$ cat config.mk
export PLATFORM = sky130hd
export DESIGN_NAME = laser_mode_sequencer
export DESIGN_NICKNAME = d
export VERILOG_FILES = /design/src/rtl/laser_mode_sequencer.sv
export SDC_FILE = /design/constraint.sdc
export NUM_CORES = 1
export LEC_CHECK = 0
export ABC_AREA = 1
export CAP_MARGIN = 20
export CELL_PAD_IN_SITES_DETAIL_PLACEMENT = 1
export CELL_PAD_IN_SITES_GLOBAL_PLACEMENT = 2
export CORE_UTILIZATION = 39
export CTS_BUF_LIST = sky130_fd_sc_hd__clkbuf_8 sky130_fd_sc_hd__clkbuf_16
export CTS_CLUSTER_SIZE = 24
export DETAILED_ROUTE_END_ITERATION = 6
export PLACE_DENSITY_LB_ADDON = 0.1
export REMOVE_ABC_BUFFERS = 1
export SYNTH_ARGS = -nofsm -noshare
export SYNTH_HDL_FRONTEND = slang
export SYNTH_SLANG_ARGS = --single-unit
$ cat constraint.sdc
create_clock -name clk -period 4 [get_ports clk]
set_input_delay 0.6 -clock clk [delete_from_list [all_inputs] [get_ports clk]]
set_output_delay 0.6 -clock clk [all_outputs]
set_load 0.01 [all_outputs]
$ cat src/rtl/laser_mode_sequencer.sv
// Two-color laser mode controller. It classifies button presses as short or long, steps the
// OFF/A/B/ALT mode, and drives the laser enables with break-before-make dead time.
module laser_mode_sequencer #(
    parameter int LONG_PRESS_CYCLES = 50_000_000,
    parameter int GUARD_CYCLES      = 16,
    parameter int CNT_W             = 26
) (
    input  logic       clk,
    input  logic       rst_n,
    input  logic       pb_down,
    input  logic       pb_up,
    input  logic       frame_sync,
    input  logic       interlock_n,
    output logic [1:0] mode,
    output logic       frame_tag,
    output logic       long_press,
    output logic       laser_a_en,
    output logic       laser_b_en
);

    typedef enum logic {C_IDLE, C_PRESSED} cls_t;
    typedef enum logic [1:0] {S_OFF, S_GUARD, S_ON} seq_t;

    localparam logic [1:0] MODE_OFF = 2'd0;
    localparam logic [1:0] MODE_ALT = 2'd3;
    localparam logic [1:0] DRV_NONE = 2'b00;
    localparam logic [1:0] DRV_A    = 2'b01;
    localparam logic [1:0] DRV_B    = 2'b10;

    // The pulse is combinational on the cycle before the counter reaches LONG_PRESS_CYCLES-1.
    // This places it LONG_PRESS_CYCLES-1 cycles after the pb_down cycle.
    localparam logic [CNT_W-1:0] LONG_HIT   = CNT_W'(LONG_PRESS_CYCLES - 2);
    localparam logic [CNT_W-1:0] GUARD_LAST = CNT_W'(GUARD_CYCLES - 1);
    localparam logic [CNT_W-1:0] CNT_MAX    = '1;

    cls_t             cls_state;
    logic [CNT_W-1:0] hold_cnt;
    logic             long_fired;
    seq_t             seq_state;
    logic [CNT_W-1:0] guard_cnt;
    logic [1:0]       guard_tgt;
    logic [1:0]       drive;

    logic             pressed;
    logic             short_press;
    logic [1:0]       mode_next;
    logic [1:0]       target;

    assign pressed     = (cls_state == C_PRESSED);
    assign long_press  = interlock_n && pressed && !long_fired && (hold_cnt == LONG_HIT);
    assign short_press = interlock_n && pressed && pb_up && !long_fired;

    always_comb begin
        mode_next = mode;
        if (!interlock_n || long_press)
            mode_next = MODE_OFF;
        else if (short_press)
            mode_next = mode + 2'd1;
    end

    always_comb begin
        target = DRV_NONE;
        case (mode)
            2'd1:    target = DRV_A;
            2'd2:    target = DRV_B;
            2'd3:    target = frame_tag ? DRV_B : DRV_A;
            default: target = DRV_NONE;
        endcase
    end

    always_ff @(posedge clk or negedge rst_n) begin
        if (!rst_n) begin
            cls_state  <= C_IDLE;
            hold_cnt   <= '0;
            long_fired <= 1'b0;
        end else if (!interlock_n) begin
            cls_state <= C_IDLE;
        end else begin
            case (cls_state)
                C_IDLE: if (pb_down) begin
                    cls_state  <= C_PRESSED;
                    hold_cnt   <= '0;
                    long_fired <= 1'b0;
                end
                C_PRESSED: begin
                    if (hold_cnt != CNT_MAX) hold_cnt <= hold_cnt + 1'b1;
                    if (long_press) long_fired <= 1'b1;
                    if (pb_up) cls_state <= C_IDLE;
                end
                default: cls_state <= C_IDLE;
            endcase
        end
    end

    // The tag only toggles while ALT persists across the edge, so entering ALT always starts on A.
    always_ff @(posedge clk or negedge rst_n) begin
        if (!rst_n) begin
            mode      <= MODE_OFF;
            frame_tag <= 1'b0;
        end else begin
            mode      <= mode_next;
            frame_tag <= (mode == MODE_ALT && mode_next == MODE_ALT) ? (frame_tag ^ frame_sync) : 1'b0;
        end
    end

    always_ff @(posedge clk or negedge rst_n) begin
        if (!rst_n) begin
            seq_state <= S_OFF;
            guard_cnt <= '0;
            guard_tgt <= DRV_NONE;
            drive     <= DRV_NONE;
        end else begin
            case (seq_state)
                S_OFF: begin
                    drive <= DRV_NONE;
                    if (target != DRV_NONE) begin
                        seq_state <= S_GUARD;
                        guard_cnt <= '0;
                        guard_tgt <= target;
                    end
                end
                S_GUARD: begin
                    drive <= DRV_NONE;
                    if (target == DRV_NONE) begin
                        seq_state <= S_OFF;
                    end else if (target != guard_tgt) begin
                        guard_tgt <= target;
                        guard_cnt <= '0;
                    end else if (guard_cnt == GUARD_LAST) begin
                        seq_state <= S_ON;
                        drive     <= target;
                    end else begin
                        guard_cnt <= guard_cnt + 1'b1;
                    end
                end
                S_ON: begin
                    if (target == DRV_NONE) begin
                        seq_state <= S_OFF;
                        drive     <= DRV_NONE;
                    end else if (target != drive) begin
                        seq_state <= S_GUARD;
                        drive     <= DRV_NONE;
                        guard_cnt <= '0;
                        guard_tgt <= target;
                    end
                end
                default: begin
                    seq_state <= S_OFF;
                    drive     <= DRV_NONE;
                end
            endcase
        end
    end

    // Interlock gating is combinational so a cut-off takes effect in the same cycle.
    assign laser_a_en = drive[0] & interlock_n;
    assign laser_b_en = drive[1] & interlock_n;

endmodule

# After elaboration in Yosys (flattened, before gate mapping)
# Index checks and enable logic that the tools add are counted.
# classes
bitwise	4
reduce_logical	18
muxes	41
n_eq_ne	23
add_sub_neg	3
# op_table
op	n
26-bit two-way mux	8
26-bit one-hot mux with 3 select lines	1
26-bit by 1-bit adder with 26-bit output (second input constant)	2
26-bit one-hot mux with 2 select lines	1
2-bit two-way mux	19
26-bit equality test (second input constant)	1
26-bit by 4-bit equality test with 1-bit output (second input constant)	1
26-bit inequality test (second input constant)	1
2-bit one-hot mux with 3 select lines	3
2-bit inequality test (second input constant)	7
3-bit inequality test (second input constant)	4
6-bit AND reduction	2
2-bit equality test (second input constant)	4
1-bit logical AND	6
1-bit two-way mux	6
3-bit AND reduction	2
2-bit by 1-bit equality test with 1-bit output (second input constant)	2
2-bit logical NOT	2
2-bit inequality test	2
1-bit one-hot mux with 2 select lines	2
2-bit one-hot mux with 2 select lines	1
4-bit AND reduction	1
3-bit nonzero test	1
2-bit by 1-bit adder with 2-bit output (second input constant)	1
other kinds (7)	9
# totals
elab_cells	98
input_bits	6
output_inout_bits	6
register_bits	63

# Longest topological paths before layout
# Gate-level depths: netlist of run 1.
# depth
word_depth	8
ltp_mapped	13
depth_no_buf	12

# Worst setup path after synthesis of run 1
# Ideal clock, no wire load.
# synth_timing
path_type	input-to-output
start	in interlock_n
end	out long_press
t_required_ns	3.400
arrival_ns	1.427
path_buffers	1
stages	5
slack_ns	1.973
path_cell_list	clkbuf_1 nand2_1 nor2_1 nand3_1 nor3_1
# synth_via
elab_chain_cells	3
# synth_rtl
item	line	source
from (decl)	13	input logic interlock_n,
1-bit logical AND (3 in series)	50	assign long_press = interlock_n && pressed && !long_fired && (hold_cnt == LONG_HIT);
to (decl)	16	output logic long_press,
# No other way between the ends.

# Final worst setup path of run 1
# Same ends and word-level chain as after synthesis.

==> impl_metrics.tcl, run 1 <==
set metrics [dict create \
    insertion_delay_ns 0.34 \
    synth_cell_types 38 \
    rsz0062_at_grt "no" \
    whs_ns 0.232 \
    cts-root-buf "clkbuf_16" \
    grt_max_degree 45 \
    cts_buffers 9 \
    detail_route.iter0.violations 258 \
    cts_tree "done" \
    path_cells "clkdlybuf4s50_1 > nand2_1 > nor2_1 > nand3_1 > nor3_1 > clkdlybuf4s50_1" \
    fin_util 0.450 \
    final_common_cell "nand2_1" \
    dp.cells 842 \
    start_util 0.408 \
    status "finished, final reports clean" \
    multiInputGateArea_um2 2800 \
    cts_sinks 63 \
    grt_pass1_wl_um 23800 \
    hold_viol 0 \
    cpMostUsedCell "clkdlybuf4s50_1" \
    dp_hpwl_um 10200 \
    worstSetupPathType "in2out" \
    max_slew_margin 0.603 \
    powerDensity_nw_per_um2 343 \
    tns_ns 0 \
    vias_per_cell 5.30 \
    p_leak_nw 2.35 \
    rows 39 \
    yosys_warnings 0 \
    critPathCaptureType "primary output" \
    first_global_vias 4640 \
    hp-class "in2async" \
    fillers 1530 \
    max-cap-violations 0 \
    cpPeakStageDelay_ns 0.62 \
    cp.arrival_ns 2.47 \
    cts_max_level 3 \
    cp-start-kind "input pin" \
    die_area_um2 12700 \
    gr-total-overflow 0 \
    core_area_um2 11700 \
    routabilityCongestion 0.867 \
    ir_drop_uv 181 \
    finalNonFillerCells 858 \
    holdBufCountCts 0 \
    cts-resized-gates 0 \
    die_h_um 113 \
    drive_above_1_share 0.113 \
    wl_per_cell_um 16.3 \
    vias 4548 \
    fp.dieW_um 113 \
    ios 12 \
    area_growth_pct 10.2 \
    path_clk_slew_ns 0.06 \
    clock_skew_ns 0.00667 \
    finalCriticalPeriod_ns 3.07 \
    synth-seq-area-share 0.331 \
    n_antenna_cell 0 \
    setup_violations 0 \
    drt_pass1_iterations 4 \
    port_buffers 11 \
    avgSynthCellArea_um2 6.79 \
    synth_seq_cells 63 \
    fmax_ghz 0.325 \
    layout.nets 721 \
    drtAntennaViolNets 0 \
    cp_max_fo 8 \
    wirelength_um 14000 \
    grt_antenna_before_repair 0 \
    synth_area_um2 4760 \
    drc 0 \
    layout_common_cells "nand2_1 (217), nor2_1 (117), nand3_1 (86)" \
    regArea_um2 1580 \
    worstMarginPinSlew_ns 0.593 \
    slowest_stage "clkdlybuf4s50_1" \
    syn_inst 701 \
    slew_violations 0 \
    period_share 0.769 \
    cts_buffer_depth 2 \
    p_total_w 0.00180 \
    track_usage 0.239 \
    cts_setup_buffers 0 \
    crit_required_ns 3.40 \
]
==> sequential cells by signal (all words and copies together), names as in the netlist <==
name	flops
long_fired	1
mode	2
frame_tag	1
hold_cnt	26
guard_tgt	2
cls_state	1
seq_state	2
drive	2
guard_cnt	26
==> power breakdown <==
| part | switching (W) | internal (W) |
|---|---|---|
| Sequential | 0.0000197 | 0.000655 |
| Clock | 0.000311 | 0.000605 |
| Combinational | 0.000161 | 0.0000503 |
| Total | 0.000492 | 0.00131 |
==> synth_stat cells <==
cell	n	area, um2
and3_1	1	6.26
a21oi_1	5	25.0
nor2_2	5	31.3
nand2_1	217	815
xor2_1	16	140
clkbuf_1	4	15.0
o21ai_2	19	166
buf_2	3	15.0
buf_6	2	22.5
inv_1	55	206
nand2_4	1	11.3
nor3_1	8	40.0
xnor2_1	4	35.0
nand3_1	86	430
nand2_2	16	100
nand3b_4	1	20.0
nand4_1	25	156
nand2_8	2	40.0
nor2_8	1	20.0
o21bai_1	4	30.0
nor4_1	2	12.5
buf_12	3	60.1
nor2_4	2	22.5
o21ai_0	7	35.0
nor2_1	117	439
nand3b_1	2	15.0
nand3_2	1	10.0
nor3b_1	2	15.0
and2_1	1	6.26
inv_2	6	22.5
nand3_4	4	70.1
o21ai_1	3	15.0
ha_1	5	62.6
dfrtp_1	63	1580
buf_4	2	15.0
nor3_2	1	10.0
or2_2	3	18.8
buf_8	2	30.0
==> area by class of cell <==
class                           instances  share of cell area
Timing Repair Buffer                   14              0.0243
Tap cell                              143              0.0341
Clock inverter                          7              0.0215
Clock buffer                            9              0.0429
Multi-Input combinational cell        561               0.533
Inverter                               61              0.0436
Sequential cell                        63               0.300
==> per-layer routing <==
layer,routed length (um),track usage
met1,7240,0.348
met2,6090,0.369
met3,418,0.0292
met4,214,0.0782
met5,0,0
==> through the flow <==
| stage | setup slack, ns | cell area, um2 |
|---|---|---|
| floorplan | 2.09 | 4600 |
| global placement | 0.925 | 4910 |
| detailed placement | 0.953 | 4910 |
| CTS | 0.913 | 5250 |
| global route | 0.793 | 5250 |
| finish | 0.925 | 5250 |
==> cell families (layout without fill, tap and decap cells) <==
group / count (synthesis) / count (layout) / synth area share
AND/OR/NAND/NOR: 498 / 498 / 0.481
buffers and inverters: 77 / 91 / 0.0812
adder cells (fa/ha/maj): 5 / 5 / 0.0131
flip-flops: 63 / 63 / 0.331
AO/OA/AOI/OAI: 38 / 38 / 0.0570
XOR/XNOR: 20 / 20 / 0.0368
==> worst paths after layout <==
kind / start / endpoint / slack, ns / cells after the start
setup reg to reg: mode[0]$_DFF_PN0_ / guard_cnt[16]$_DFFE_PN0P_ / 1.57 / 10
hold reg to reg: long_fired$_DFFE_PN0P_ / long_fired$_DFFE_PN0P_ / 0.48 / 2
hold / removal: rst_n / hold_cnt[20]$_DFFE_PN0P_ / 0.23 / 1
min in group clk: long_fired$_DFFE_PN0P_ / long_fired$_DFFE_PN0P_ / 0.48 / 2
setup / recovery: interlock_n / long_press / 0.93 / 6
max in group asynchronous: rst_n / guard_cnt[15]$_DFFE_PN0P_ / 3.04 / 2
==> worst max-delay path: cells and delay by family <==
kind | cells | cell delay (ns)
buffers and inverters | 2 | 1.20
and+or+nand+nor | 4 | 0.66
Note: power is estimated with default switching activity, not from simulation.
==> inputs of run 2 (changes only) <==
--- a/config.mk
+++ b/config.mk
@@ -9,7 +9,7 @@
 export CAP_MARGIN = 20
 export CELL_PAD_IN_SITES_DETAIL_PLACEMENT = 1
 export CELL_PAD_IN_SITES_GLOBAL_PLACEMENT = 2
-export CORE_UTILIZATION = 39
+export CORE_UTILIZATION = 32
 export CTS_BUF_LIST = sky130_fd_sc_hd__clkbuf_8 sky130_fd_sc_hd__clkbuf_16
 export CTS_CLUSTER_SIZE = 24
 export DETAILED_ROUTE_END_ITERATION = 6
==> constraint.sdc (replaced) <==
create_clock -name clk -period 2.8 [get_ports clk]
set_input_delay 0.42 -clock clk [delete_from_list [all_inputs] [get_ports clk]]
set_output_delay 0.42 -clock clk [all_outputs]
set_load 0.01 [all_outputs]
==> impl_metrics.tcl, run 2 (same netlist as run 1, synthesis figures left out) <==
set metrics [dict create \
    status "finished, final reports clean" \
    rsz0062_at_grt "no" \
    cts_buffers 9 \
    holdBufCountCts 0 \
    port_buffers 11 \
    n_antenna_cell 0 \
    cp_max_fo 5 \
    detail_route.iter0.violations 229 \
    cts_sinks 63 \
    ir_drop_uv 284 \
    crit_required_ns 2.38 \
    regArea_um2 1580 \
    period_share 0.935 \
    cts-root-buf "clkbuf_16" \
    vias 4566 \
    hp-class "in2async" \
    setup_violations 0 \
    slew_violations 0 \
    drc 0 \
    cp.arrival_ns 2.20 \
    cts_buffer_depth 2 \
    insertion_delay_ns 0.34 \
    wl_per_cell_um 15.8 \
    gr-total-overflow 0 \
    die_h_um 124 \
    rows 44 \
    wirelength_um 14300 \
    routabilityCongestion 0.788 \
    fillers 1860 \
    top_regs "guard_cnt x26, hold_cnt x26" \
    layout_common_cells "nand2_1 (217), nor2_1 (117), nand3_1 (86)" \
    drt_pass1_iterations 4 \
    ios 12 \
    powerDensity_nw_per_um2 458 \
    cts_setup_buffers 0 \
    cts-resized-gates 0 \
    hold_viol 0 \
    grt_max_degree 64 \
    dp_hpwl_um 10600 \
    critPathCaptureType "primary output" \
    max-cap-violations 0 \
    drtAntennaViolNets 0 \
    fmax_ghz 0.382 \
    worstSetupPathType "reg2out" \
    die_area_um2 15400 \
    worstMarginPinSlew_ns 0.641 \
    p_leak_nw 2.36 \
    tns_ns 0 \
    drive_above_1_share 0.117 \
    cp-start-kind "flip-flop" \
    path_clk_slew_ns 0.06 \
    max_slew_margin 0.571 \
    finalNonFillerCells 903 \
    clock_skew_ns 0.00812 \
    vias_per_cell 5.06 \
    grt_antenna_before_repair 0 \
    cts_tree "done" \
    layout.nets 725 \
    grt_pass1_wl_um 24000 \
    fp.dieW_um 124 \
    core_area_um2 14500 \
    cts_max_level 3 \
    multiInputGateArea_um2 2800 \
    track_usage 0.205 \
    final_common_cell "nand2_1" \
    finalCriticalPeriod_ns 2.62 \
    dp.cells 887 \
    start_util 0.328 \
    first_global_vias 4498 \
    area_growth_pct 11.2 \
]
## run 2: cell types whose count changed in the layout (fill, tap and decap cells not counted), sizes merged
cell,change
bufinv,-2
buf,+4
clkbuf,+1
inv,+1
## run 2: layout make-up
cell class | instances | area share
tap | 184 | 0.0435
inverter | 61 | 0.0432
sequential | 63 | 0.298
multi-input combinational | 561 | 0.528
timing repair buffer | 18 | 0.0321
clock buffer | 10 | 0.0451
clock inverter | 6 | 0.00992
## run 2: metrics by stage
step | total power, W | instance area [um2] | util | hold WS (ns) | worst slack, ns
after floorplan | 0.00117 | 4600 | - | 0.124 | 0.898
after global routing | 0.00254 | 5300 | 0.364 | 0.123 | 0.0338
final | 0.00243 | 5300 | 0.364 | 0.0928 | 0.183
after global placement | 0.00129 | 5000 | 0.344 | 0.459 | 0.395
after detailed placement | 0.00130 | 5000 | 0.344 | 0.460 | 0.331
after CTS | 0.00247 | 5300 | 0.364 | 0.112 | 0.147
## run 2: final timing paths
kind | start | end | slack, ns | cells after the start
max | hold_cnt[0]$_DFFE_PN0P_ | long_press | 0.18 | 7
min | rst_n | frame_tag$_DFF_PN0_ | 0.09 | 2
max reg2reg | mode[0]$_DFF_PN0_ | guard_cnt[6]$_DFFE_PN0P_ | 0.51 | 10
min reg2reg | long_fired$_DFFE_PN0P_ | long_fired$_DFFE_PN0P_ | 0.48 | 2
max in group asynchronous | rst_n | guard_cnt[10]$_DFFE_PN0P_ | 2.40 | 2
min in group clk | long_fired$_DFFE_PN0P_ | long_fired$_DFFE_PN0P_ | 0.48 | 2
## run 2: critical path, stage by stage, from the launching register on
cell	delay [ns]
dfrtp_1	0.42
inv_1	0.16
ha_1	0.20
nand3_1	0.09
nor4_1	0.17
nand3_1	0.11
nor3_1	0.15
clkdlybuf4s50_1	0.56
## run 2: metal layers
layer / wire [um] / track usage / vias to the layer above
met2: 6260 / 0.309 / 47
met1: 7390 / 0.301 / 2226
met3: 517 / 0.0357 / 10
met5: 0 / 0 / -
li1: - / - / 2283
met4: 146 / 0.0491 / 0
## run 2: power by group
part	switching [W]	internal, W
sequential	0.0000281	0.000936
clock	0.000449	0.000703
combinational	0.000232	0.0000772
total	0.000709	0.00172
